### src/rtl/uart_pkg.sv
// uart_pkg: shared state type and constants for the UART transmit path.
package uart_pkg;
  typedef enum logic [2:0] {IDLE, POP, LOAD, START, DATA, PARITY, STOP} tx_state_t;
  localparam int UART_DATA_W = 8;
  localparam int DEFAULT_BAUD_DIV = 868;
endpackage

### src/rtl/uart_baud_gen.sv
// uart_baud_gen: bit-period divider; restarts from zero whenever clr is high.
module uart_baud_gen
  import uart_pkg::*;
#(
  parameter int BAUD_DIV = DEFAULT_BAUD_DIV
) (
  input  logic clk,
  input  logic rst,
  input  logic clr,
  output logic bit_end
);
  localparam int W = $clog2(BAUD_DIV);
  logic [W-1:0] cnt_q, cnt_d;
  assign bit_end = cnt_q == W'(BAUD_DIV - 1);
  assign cnt_d = (clr || bit_end) ? '0 : cnt_q + W'(1);
  always_ff @(posedge clk or negedge rst)
    if (!rst) cnt_q <= '0;
    else cnt_q <= cnt_d;
endmodule

### src/rtl/uart_tx_serializer.sv
// uart_tx_serializer: pops bytes from the TX FIFO and shifts them out as UART frames.
// Parity bit support is compiled in only when UART_TX_PARITY_EN is defined.
module uart_tx_serializer
  import uart_pkg::*;
#(
  parameter int BAUD_DIV = DEFAULT_BAUD_DIV
) (
  input  logic                   clk,
  input  logic                   rst,
  input  logic                   en,
  input  logic                   empty,
  input  logic [UART_DATA_W-1:0] din,
`ifdef UART_TX_PARITY_EN
  input  logic                   parity_en,
  input  logic                   parity_odd,
`endif
  input  logic                   two_stop,
  output logic                   pop,
  output logic                   tx,
  output logic                   busy,
  output logic                   done
);
  tx_state_t state_q, state_d;
  logic [UART_DATA_W-1:0] sh_q, sh_d;
  logic [2:0] bit_q, bit_d;
  logic stop_q, stop_d, two_q, two_d;
  logic tx_q, tx_d, pop_q, busy_q, busy_d, done_q, done_d;
  logic bit_end, fetch;
`ifdef UART_TX_PARITY_EN
  logic pen_q, pen_d, par_q, par_d;
`endif
  assign fetch = en && !empty;
  // The divider restarts on every state change so each state gets whole bit periods.
  uart_baud_gen #(.BAUD_DIV(BAUD_DIV)) u_baud (
    .clk     (clk),
    .rst     (rst),
    .clr     (state_d != state_q),
    .bit_end (bit_end)
  );
  always_comb begin
    state_d = state_q;
    sh_d    = sh_q;
    bit_d   = bit_q;
    stop_d  = stop_q;
    two_d   = two_q;
    done_d  = 1'b0;
`ifdef UART_TX_PARITY_EN
    pen_d   = pen_q;
    par_d   = par_q;
`endif
    case (state_q)
      IDLE:  state_d = fetch ? POP : IDLE;
      POP:   state_d = LOAD;
      LOAD: begin
        sh_d    = din;
        two_d   = two_stop;
        stop_d  = 1'b0;
`ifdef UART_TX_PARITY_EN
        pen_d   = parity_en;
        par_d   = ^din ^ parity_odd;
`endif
        state_d = START;
      end
      START: state_d = bit_end ? DATA : START;
      DATA: if (bit_end) begin
        sh_d  = sh_q >> 1;
        bit_d = bit_q + 3'd1;
`ifdef UART_TX_PARITY_EN
        if (bit_q == 3'd7) state_d = pen_q ? PARITY : STOP;
`else
        if (bit_q == 3'd7) state_d = STOP;
`endif
      end
`ifdef UART_TX_PARITY_EN
      PARITY: state_d = bit_end ? STOP : PARITY;
`endif
      STOP: if (bit_end) begin
        if (two_q && !stop_q) stop_d = 1'b1;
        else begin
          stop_d  = 1'b0;
          done_d  = 1'b1;
          state_d = fetch ? POP : IDLE;
        end
      end
      default: state_d = IDLE;
    endcase
    tx_d = (state_d == START) ? 1'b0 :
           (state_d == DATA)  ? sh_d[0] :
`ifdef UART_TX_PARITY_EN
           (state_d == PARITY) ? par_d :
`endif
           1'b1;
    busy_d = (state_d != IDLE) || done_d;
  end
  always_ff @(posedge clk or negedge rst)
    if (!rst) begin
      state_q <= IDLE;
      sh_q    <= '0;
      bit_q   <= '0;
      stop_q  <= 1'b0;
      two_q   <= 1'b0;
      tx_q    <= 1'b1;
      pop_q   <= 1'b0;
      busy_q  <= 1'b0;
      done_q  <= 1'b0;
`ifdef UART_TX_PARITY_EN
      pen_q   <= 1'b0;
      par_q   <= 1'b0;
`endif
    end else begin
      state_q <= state_d;
      sh_q    <= sh_d;
      bit_q   <= bit_d;
      stop_q  <= stop_d;
      two_q   <= two_d;
      tx_q    <= tx_d;
      pop_q   <= state_d == POP;
      busy_q  <= busy_d;
      done_q  <= done_d;
`ifdef UART_TX_PARITY_EN
      pen_q   <= pen_d;
      par_q   <= par_d;
`endif
    end
  assign tx   = tx_q;
  assign pop  = pop_q;
  assign busy = busy_q;
  assign done = done_q;
endmodule

### config.mk
export PLATFORM = sky130hd
export DESIGN_NAME = uart_tx_serializer
export DESIGN_NICKNAME = d
export VERILOG_FILES = /design/src/rtl/uart_pkg.sv /design/src/rtl/uart_baud_gen.sv /design/src/rtl/uart_tx_serializer.sv
export SDC_FILE = /design/constraint.sdc
export NUM_CORES = 1
export LEC_CHECK = 0
export ABC_AREA = 1
export CAP_MARGIN = 20
export CORE_MARGIN = 2
export CORE_UTILIZATION = 65
export CTS_BUF_LIST = sky130_fd_sc_hd__clkbuf_4
export CTS_CLUSTER_DIAMETER = 30
export DETAILED_ROUTE_END_ITERATION = 6
export DONT_BUFFER_PORTS = 1
export PLACE_DENSITY = 0.86
export SETUP_SLACK_MARGIN = 0.3
export SYNTH_ARGS = -nofsm -noshare
export SYNTH_HDL_FRONTEND = slang
export SYNTH_HIERARCHICAL = 1
export SYNTH_SLANG_ARGS = --single-unit
### constraint.sdc
create_clock -name clk -period 2.45 [get_ports clk]
set_input_delay 0.245 -clock clk [delete_from_list [all_inputs] [get_ports clk]]
set_output_delay 0.245 -clock clk [all_outputs]
set_load 0.05 [all_outputs]
; After elaboration in Yosys (flattened, before gate mapping)
; Cells that the tools add are included.
[op_classes]
addsub = 2
n_mul = 0
n_div = 0
order_cmp = 0
n_eq_ne = 13
shift = 0
muxes = 18
bitwise_logic = 0
reduce_logical = 13
[ops]
columns = cell, n
row1 = case mux 3 bit (6 select lines), 1
row2 = case mux 8 bit (2 select lines), 1
row3 = two-way mux 3 bit, 5
row4 = "== test 3 bit, second input constant", 4
row5 = "adder 10 x 1 -> 10 bit, second input constant", 1
row6 = "== test 10 bit, second input constant", 1
row7 = two-way mux 10 bit, 1
row8 = "== test 3 x 2 -> 1 bit, second input constant", 3
row9 = two-way mux 1 bit, 8
row10 = two-way mux 8 bit, 1
row11 = "== test 3 x 1 -> 1 bit, second input constant", 2
row12 = AND reduction 2 bit, 3
row13 = "inequality test 2 bit, second input constant", 2
row14 = nonzero test 2 bit, 2
row15 = "adder 3 x 1 -> 3 bit, second input constant", 1
row16 = zero test 3 bit, 1
row17 = inequality test 3 bit, 1
row18 = nonzero test 3 bit, 1
row19 = logical AND 1 bit, 2
row20 = zero test 1 bit, 2
row21 = logical OR 1 bit, 2
row22 = case mux 1 bit (2 select lines), 1
[word_totals]
ff_bits = 30
latchBits = 0
ram_bits = 0
rom_bits = 0
inputBits = 13
output_inout_bits = 4
word_cells = 57
mem_count = 0

; Logic depth before layout (Yosys ltp)
; Gate-level depths: netlist (run 1).
[depth]
word_depth = 9
ltp_mapped = 16
depth_no_buf = 16

; Hierarchy
; Netlist (run 1), hierarchy kept.
[modules_own_cells]
columns = mod, n_inst, cells_each, area_each_um2, seq_area_each_um2
row1 = uart_tx_serializer, 1, 116, 1007.2, 501.7
row2 = uart_baud_gen, 1, 73, 565.5, 250.2

; Worst setup path after synthesis (run 1)
; No wires, ideal clock.
[synth_timing]
kind = register to register
from = register u_baud.cnt_q[0]
to = register u_baud.cnt_q[6]
setup_ns = 0.119
t_arrival_ns = 1.793
required_ns = 2.331
setup_slack_ns = 0.538
stages_incl_launch_ff = 17
path_buffers = 0
period_less_slack_ns = 1.912
cell_sequence = dfrtp_1 ha_1 nand2_1 nor2_2 nand3_2 inv_1 nand2_1 nand2_2 nand2_1 nor2_2 inv_1 nand2_1 nand2_1 nand3_1 inv_1 nand2_4 nor2_1
[synth_via]
elab_chain_cells = 6
word_cells_on_any_way = 9
cone_classes = add/sub (1) / eq/ne (2) / mux (5) / reduce/logical (1)
[synth_lines]
columns = item, line_no
row1 = "start, declared", uart_baud_gen.sv:13  ; logic [W-1:0] cnt_q, cnt_d;
row2 = "start signal, assigned", uart_baud_gen.sv:18  ; else cnt_q <= cnt_d;
row3 = == test 10 bit (*), uart_baud_gen.sv:14  ; assign bit_end = cnt_q == W'(BAUD_DIV - 1);
row4 = via bit_end, uart_tx_serializer.sv:28  ; logic bit_end, fetch;
row5 = "two-way mux 3 bit, on equally long branches", "uart_tx_serializer.sv:77, uart_tx_serializer.sv:64, uart_tx_serializer.sv:65"
row6 = case mux 3 bit (6 select lines) (*), uart_tx_serializer.sv:51  ; case (state_q)
row7 = via state_d[1], uart_tx_serializer.sv:23  ; tx_state_t state_q, state_d;
row8 = inequality test 3 bit (*), uart_tx_serializer.sv:37  ; .clr (state_d != state_q),
row9 = logical OR 1 bit (*), uart_baud_gen.sv:15  ; assign cnt_d = (clr || bit_end) ? '0 : cnt_q + W'(1);
row10 = two-way mux 10 bit (*), uart_baud_gen.sv:15
row11 = via u_baud.cnt_d[6], uart_baud_gen.sv:13
; The timed path passes the listed nets; every way through them passes the cells marked *.
; A chain may end at the register's enable or synchronous reset.

; Final worst setup path (run 1)
[layout_timing]
from = register u_baud.cnt_q[2]
to = register u_baud.cnt_q[5]
; The elaborated chain is that of the path after synthesis.

==> qor.txt, run 1 <==
DR WL/cell: 13.8 um
DPL Wire Length: 2160 um
Switching Share: 0.225
Max-slew headroom: 0.646
Flop pwr share: 0.635
EDFF count, synth: 0
GPL Wtd Cong: 0.919
Setup slack at placement: 0.215 ns
Min-Delay Path Depth: 2
Min-delay src: two_stop
All-layer global routing usage: 0.269
Worst path cell trace: or2_1 -> nor2_2 -> nand3_2 -> inv_4 -> nand3_1 -> nand2_1 -> nand2_1 -> nor2_2 -> inv_1 -> nand2_1 -> nand2_1 -> nand3_1 -> inv_2 -> nand2_4 -> nor2_1
Cell family with most CP delay: simple AND/OR/NAND/NOR gates
Status: complete, no violations
Crit path DAT: 2.22 ns
Cells on worst reg2reg path: 15
Cell with the most instances after synthesis: nand2_1
Commonest register cell after synthesis: dfrtp_1
TritonRoute pass-1 iters: 4
Die X-Extent: 53.2 um
Final nets: 218
Top post-synthesis cells by area: dfrtp_1 (46%), nand2_1 (11%), inv_1 (8.4%), nor2_1 (4.8%), o221ai_1 (3.3%)
Final Max Tran Viols: 0
Final worst-path cycle share: 0.821
Mapped Area: 0.00157 mm^2
Clk buf depth: 2
Die height: 53.2 um
Sw Pwr: 0.178 mW
Unrepaired setup endpoints after global routing: false
Reg2Reg Setup Slack: 0.44 ns
Leakage power: 0.942 nW
Clk pwr share: 0.328
Max frequency: 0.497 GHz
Post-route ant nets: 0
Setup crit end kind: flop
Dpl cell area: 0.00160 mm^2
Rows: 17
Overall power: 0.794 mW
Core area: 0.00225 mm^2
Fin Setup TNS: 0 ns
Setup CP Type: flop to flop
Power Internal: 0.616 mW
Final WL: 3180 um
Area Growth Syn to Fin: 10.7%
Vias in the first global route: 1,242
Fin. Hold Viols: 0
CP Launch Type: flop
Port Buffers: 0
Post-route minimum period: 2.01 ns
Worst-skew pair later-pin latency: 0.33 ns
Sequential area share after synthesis: 0.478
Clk root buf: clkbuf_4
Post-synthesis async set-or-reset flop share: 1.00
Max incr delay on CP: 0.46 ns
IO Pins: 17
Yosys top cell area share: 0.461
Hold Path End: two_q
Post-synthesis cell type count: 24
Syn Area/Cell: 8.32 um^2
Hold_ws: 0.0444 ns
Register bit total from synthesis: 30
Mapped Cells: 189
Via count: 1,271
CTS tree: done
CP dominant cell by count: nand2_1
Endpoints failing setup: 0
Largest net degree at the start of global routing: 31
Crit path buf inv count: 3
Layout cells sized above 1: 0.218
Most common library cells after synthesis: nand2_1 (45), inv_1 (35), dfrtp_1 (29)
Initial antenna violation count: 0
Slowest-stage cell, CP: dfrtp_2
Worst flop-to-flop path endpoint: u_baud/cnt_q[5]
Initial DRC Count: 36
Maximum VDD drop: 0.507 mV
Residual DRC: 0
PnR worst setup slack: 0.439 ns
Fin Clk Skew: 0.0164 ns
Critical Path Fanout Max: 6
Area leader, netlist: dfrtp_1
WP depth: 15
Worst path required time: 2.66 ns
Final instance area: 0.00174 mm^2
YS warnings: 6
Die Area: 0.00283 mm^2
Mapped Nets: 205
Via-to-Cell Ratio: 5.53
Starting Density: 0.698
Maxcap violations: 0
GR Overflow Total: 0
CTS sink cnt: 30
First-pass GRT wire length: 5160 um
Logic pwr share: 0.036
# H-tree levels: 2
Min-Delay Path Class: input pin to flop
PD cells: 456 mW/mm^2
Worst-Margin Slew: 0.530 ns
Worst-path clk slew: 0.10 ns
Clock buffer count from CTS: 5
Diode count: 0
RR Startpoint: u_baud/cnt_q[2]
[flip-flops by register name, summed over array words and instances, names as in the netlist, 3 cells and up]
| register | flops |
|---|---|
| bit_q | 3 |
| sh_q | 8 |
| u_baud/cnt_q | 10 |
| state_q | 3 |
[worst max path at each step]
stage | endpoint | startpoint | slack, ns
5_1_grt | u_baud/cnt_q[3] | u_baud/cnt_q[2] | 0.23
4_1_cts | u_baud/cnt_q[0] | u_baud/cnt_q[1] | 0.33
6_report | u_baud/cnt_q[5] | u_baud/cnt_q[2] | 0.44
2_1_floorplan | u_baud/cnt_q[6] | u_baud/cnt_q[0] | 0.54
3_5_place_dp | u_baud/cnt_q[0] | u_baud/cnt_q[0] | 0.22
3_3_place_gp | u_baud/cnt_q[9] | u_baud/cnt_q[0] | 0.32
[power by group through the flow]
stage          Combinational, mW  Clock [mW]  Sequential [mW]
2_1_floorplan             0.0123           0            0.514
3_3_place_gp              0.0137           0            0.514
3_5_place_dp              0.0147           0            0.515
4_1_cts                   0.0295       0.274            0.505
5_1_grt                   0.0336       0.297            0.505
6_report                  0.0289       0.261            0.505
[worst reg2reg max path: stages (launching register included)]
cell	delay (ns)
dfrtp_2	0.46
or2_1	0.24
nor2_2	0.11
nand3_2	0.13
inv_4	0.12
nand3_1	0.11
nand2_1	0.09
nand2_1	0.06
nor2_2	0.11
inv_1	0.07
nand2_1	0.06
nand2_1	0.05
nand3_1	0.08
inv_2	0.07
nand2_4	0.10
nor2_1	0.05
[cell families (layout without fill, tap and decap cells)]
logic type,count (synthesis),count (layout),share of synthesized area
buffers and inverters,38,50,0.0955
adders and majority gates,3,3,0.0239
muxes,2,2,0.0191
xor gates and xnor gates,5,5,0.0278
AOI/OAI and AO/OA,14,14,0.0605
and+or+nand+nor,97,98,0.295
DFF,30,30,0.478
[cell type report]
class	count	area, um^2
Fill cell	160	514
Inverter	37	141
Clock buffer	5	37.5
Clock inverter	2	10.0
Multi-Input combinational cell	122	703
Timing Repair Buffer	6	60.1
Sequential cell	30	753
Tap cell	28	35.0
[routing by layer]
layer	vias up	track usage	wire length (um)
met1	598	0.304	1310
li1	615	-	-
met4	0	0.115	82
met5	-	0	0
met2	46	0.454	1580
met3	12	0.0960	206
[cell usage in the layout, fill, tap and decap left out]
| cell | netlist | layout |
|---|---|---|
| nand3_1 | 9 | 9 |
| nand3_2 | 3 | 3 |
| ha_4 | 0 | 1 |
| mux2_4 | 2 | 2 |
| nor2_1 | 20 | 19 |
| ha_1 | 3 | 2 |
| inv_4 | 0 | 1 |
| xnor2_1 | 2 | 2 |
| a21o_1 | 1 | 1 |
| inv_2 | 2 | 3 |
| nand2_2 | 5 | 6 |
| clkinv_2 | 0 | 2 |
| dlygate4sd3_1 | 0 | 1 |
| buf_4 | 0 | 4 |
| a21oi_1 | 2 | 2 |
| dfstp_2 | 1 | 1 |
| o221ai_1 | 6 | 6 |
| inv_1 | 35 | 33 |
| buf_12 | 0 | 1 |
| nor2_2 | 7 | 8 |
| clkbuf_4 | 0 | 5 |
| dfrtp_1 | 29 | 28 |
| nand2_1 | 45 | 44 |
| or2_1 | 1 | 1 |
| xor2_1 | 3 | 3 |
| o21ai_1 | 1 | 1 |
| o21ai_0 | 4 | 3 |
| o21ai_2 | 0 | 1 |
| nor2_4 | 2 | 2 |
| dfrtp_2 | 0 | 1 |
| nand4_1 | 3 | 3 |
| nand2_4 | 2 | 3 |
[metrics by stage]
stage / utilization / cells
6_report: 0.772 / 230
5_1_grt: 0.772 / 230
4_1_cts: 0.746 / 226
3_5_place_dp: 0.708 / 216
3_3_place_gp: 0.708 / 216
2_1_floorplan: - / 189
[repair_timing]
item | CTS | global route
endpoints found under the hold margin | 30 | 0
hold buffers | 2 | 0
buffers inserted | 1 | 3
pin swaps | 0 | 2
cloned | 0 | 1
setup endpoints to repair | 10 | 10
resized for setup | 2 | 9
Power figures use the tool's default switching activity.
==> run 2: changes to the inputs <==
- clock period: 2.45 -> 1.9 ns (I/O delays scaled with it)
==> qor.txt, run 2 (synthesis results as in run 1) <==
Register bank with the most flops: u_baud/cnt_q (unchanged)
Residual DRC: 53 (was 0)
DPL Wire Length: 2160 um (about the same)
Min-Delay Path Class: input pin to flop (unchanged)
Final nets: 248 (was 218)
Leakage power: 1.12 nW (was 0.942 nW)
Commonest non-fill, non-tap cell in the layout: nand2_1 (unchanged)
Critical Path Fanout Max: 6 (unchanged)
Worst-skew pair later-pin latency: 0.36 ns (was 0.33 ns)
Fin. Hold Viols: 0 (unchanged)
Worst-Margin Slew: 0.481 ns (was 0.530 ns)
Diode count: 0 (unchanged)
Core Util, Final: 0.985 (was 0.772)
Maximum VDD drop: 0.685 mV (was 0.507 mV)
CTS sink cnt: 30 (unchanged)
Largest regs: u_baud/cnt_q (10), sh_q (8) (unchanged)
DP Cell Count: 226 (was 216)
Clock buffer count from CTS: 5 (unchanged)
Starting Density: 0.698 (unchanged)
Post-route minimum period: 2.40 ns (was 2.01 ns)
Worst path required time: 2.17 ns (was 2.66 ns)
Largest net degree at the start of global routing: 31 (unchanged)
Via count: 1,831 (was 1,271)
TritonRoute pass-1 iters: 7 (was 4)
Clk root buf: clkbuf_4 (unchanged)
Rows: 17 (unchanged)
Clk buf depth: 2 (unchanged)
PD cells: 504 mW/mm^2 (was 456 mW/mm^2)
Final worst-path cycle share: 1.26 (was 0.821)
PnR worst setup slack: -0.501 ns (was 0.439 ns)
Max-slew headroom: 0.679 (was 0.646)
Port Buffers: 0 (unchanged)
GPL Wtd Cong: 1.00 (was 0.919)
Area Growth Syn to Fin: 41.2% (was 10.7%)
Fill count: 23 (was 160)
CTS tree: done (unchanged)
All-layer global routing usage: 0.430 (was 0.269)
Failing checks: DRC, setup timing
Max frequency: 0.416 GHz (was 0.497 GHz)
Setup crit end kind: flop (unchanged)
Layout cells sized above 1: 0.391 (was 0.218)
CP Launch Type: flop (unchanged)
First-pass GRT wire length: 8150 um (was 5160 um)
Final Max Tran Viols: 0 (unchanged)
DR WL/cell: 27.4 um (was 13.8 um)
Post-layout instance count excluding filler cells: 261 (was 230)
IO Pins: 17 (unchanged)
Setup CP Type: flop to flop (unchanged)
Status: finished, violations left (was complete, no violations)
Post-route ant nets: 0 (unchanged)
# H-tree levels: 2 (unchanged)
Die Area: 0.00283 mm^2 (unchanged)
Final WL: 7160 um (was 3180 um)
Initial DRC Count: 278 (was 36)
GR Overflow Total: 0 (unchanged)
Endpoints failing setup: 23 (was 0)
Worst-path clk slew: 0.09 ns (was 0.10 ns)
Unrepaired setup endpoints after global routing: true (was false)
Crit path DAT: 2.68 ns (was 2.22 ns)
Fin Clk Skew: 0.00756 ns (was 0.0164 ns)
Die height: 53.2 um (unchanged)
Core area: 0.00225 mm^2 (unchanged)
Most frequent cells in the layout: nand2_1 (39), inv_1 (32), dfrtp_1 (29) (was nand2_1 (44), inv_1 (33), dfrtp_1 (28))
Initial antenna violation count: 0 (unchanged)
Die X-Extent: 53.2 um (unchanged)
Maxcap violations: 0 (unchanged)
Via-to-Cell Ratio: 7.02 (was 5.53)
Vias in the first global route: 1,633 (was 1,242)
Max reg flops: 10 (unchanged)
## run 2: cell types whose count changed in the layout (fill, tap and decap cells not counted), moves of 6 or more
cell | before | now
buf_4 | 4 | 17
buf_6 | 0 | 8
dlygate4sd3_1 | 1 | 9
nor2_1 | 19 | 9
nor2_4 | 2 | 8
o221ai_1 | 6 | 0
## run 2: metal layers
| layer | global-route usage | share of wire | up-vias |
|---|---|---|---|
| met5 | 0 | 0 | - |
| met4 | 0.295 | 0.12 | 0 |
| met3 | 0.130 | 0.16 | 107 |
| met2 | 0.694 | 0.41 | 251 |
| met1 | 0.483 | 0.31 | 802 |
| li1 | - | - | 671 |
## run 2: through the flow
step | power [mW] | instance area [um^2] | worst slack (ns) | setup TNS (ns) | hold WS, ns
finish | 1.12 | 2220 | -0.501 | -6.41 | 0.104
global route | 1.16 | 2220 | -0.471 | -6.68 | 0.108
CTS | 1.08 | 2040 | -0.00251 | -0.00252 | 0.00171
detailed placement | 0.683 | 1680 | -0.0228 | -0.168 | -0.105
global placement | 0.681 | 1680 | 0.120 | 0 | -0.105
floorplan | 0.679 | 1590 | 0.100 | 0 | -0.106
## run 2: layout make-up
class / instances / area, um^2 / area share
Clock buffer: 6 / 45.0 / 0.0203
Clock inverter: 2 / 8.76 / 0.00394
Inverter: 37 / 144 / 0.0648
Multi-Input combinational cell: 122 / 888 / 0.400
Sequential cell: 30 / 752 / 0.339
Tap cell: 28 / 35.0 / 0.0158
Timing Repair Buffer: 36 / 348 / 0.157
## run 2: path summary, 6_finish.rpt
check	slack (ns)	cells past startpoint	start	end
min in group asynchronous	0.30	2	rst	u_baud/cnt_q[9]
max reg2reg	-0.50	15	u_baud/cnt_q[4]	u_baud/cnt_q[3]
min	0.10	3	empty	state_q[0]
min reg2reg	0.57	1	bit_q[0]	bit_q[0]
max	-0.50	15	u_baud/cnt_q[4]	u_baud/cnt_q[3]
max in group asynchronous	1.36	2	rst	tx
## run 2: timing repair
item / 4_1_cts / 5_1_grt
setup buffers: 10 / 6
gates resized for setup: 21 / 33
cloned: 1 / 0
hold buffers: 9 / 1
endpoints found under the hold margin: 37 / 1
setup endpoints to repair: 21 / 28
pin swaps: 9 / 12
## run 2: critical path: stages (launching register included)
cell	delay [ns]
dfrtp_1	0.47
inv_1	0.19
nand2_4	0.08
nor2_4	0.17
nand3_4	0.13
inv_6	0.12
nand2_4	0.07
nand2_2	0.11
nand2_2	0.08
nor2_4	0.14
nand2_1	0.08
nand2_1	0.12
nand3_2	0.12
inv_2	0.14
nand2_4	0.13
nor2_2	0.16
## run 2: where the power goes
group          switching [mW]  internal, mW  total (mW)
Clock                   0.246         0.153       0.398
Sequential            0.00605         0.648       0.654
Combinational          0.0383        0.0289      0.0672
Total                   0.290         0.830        1.12
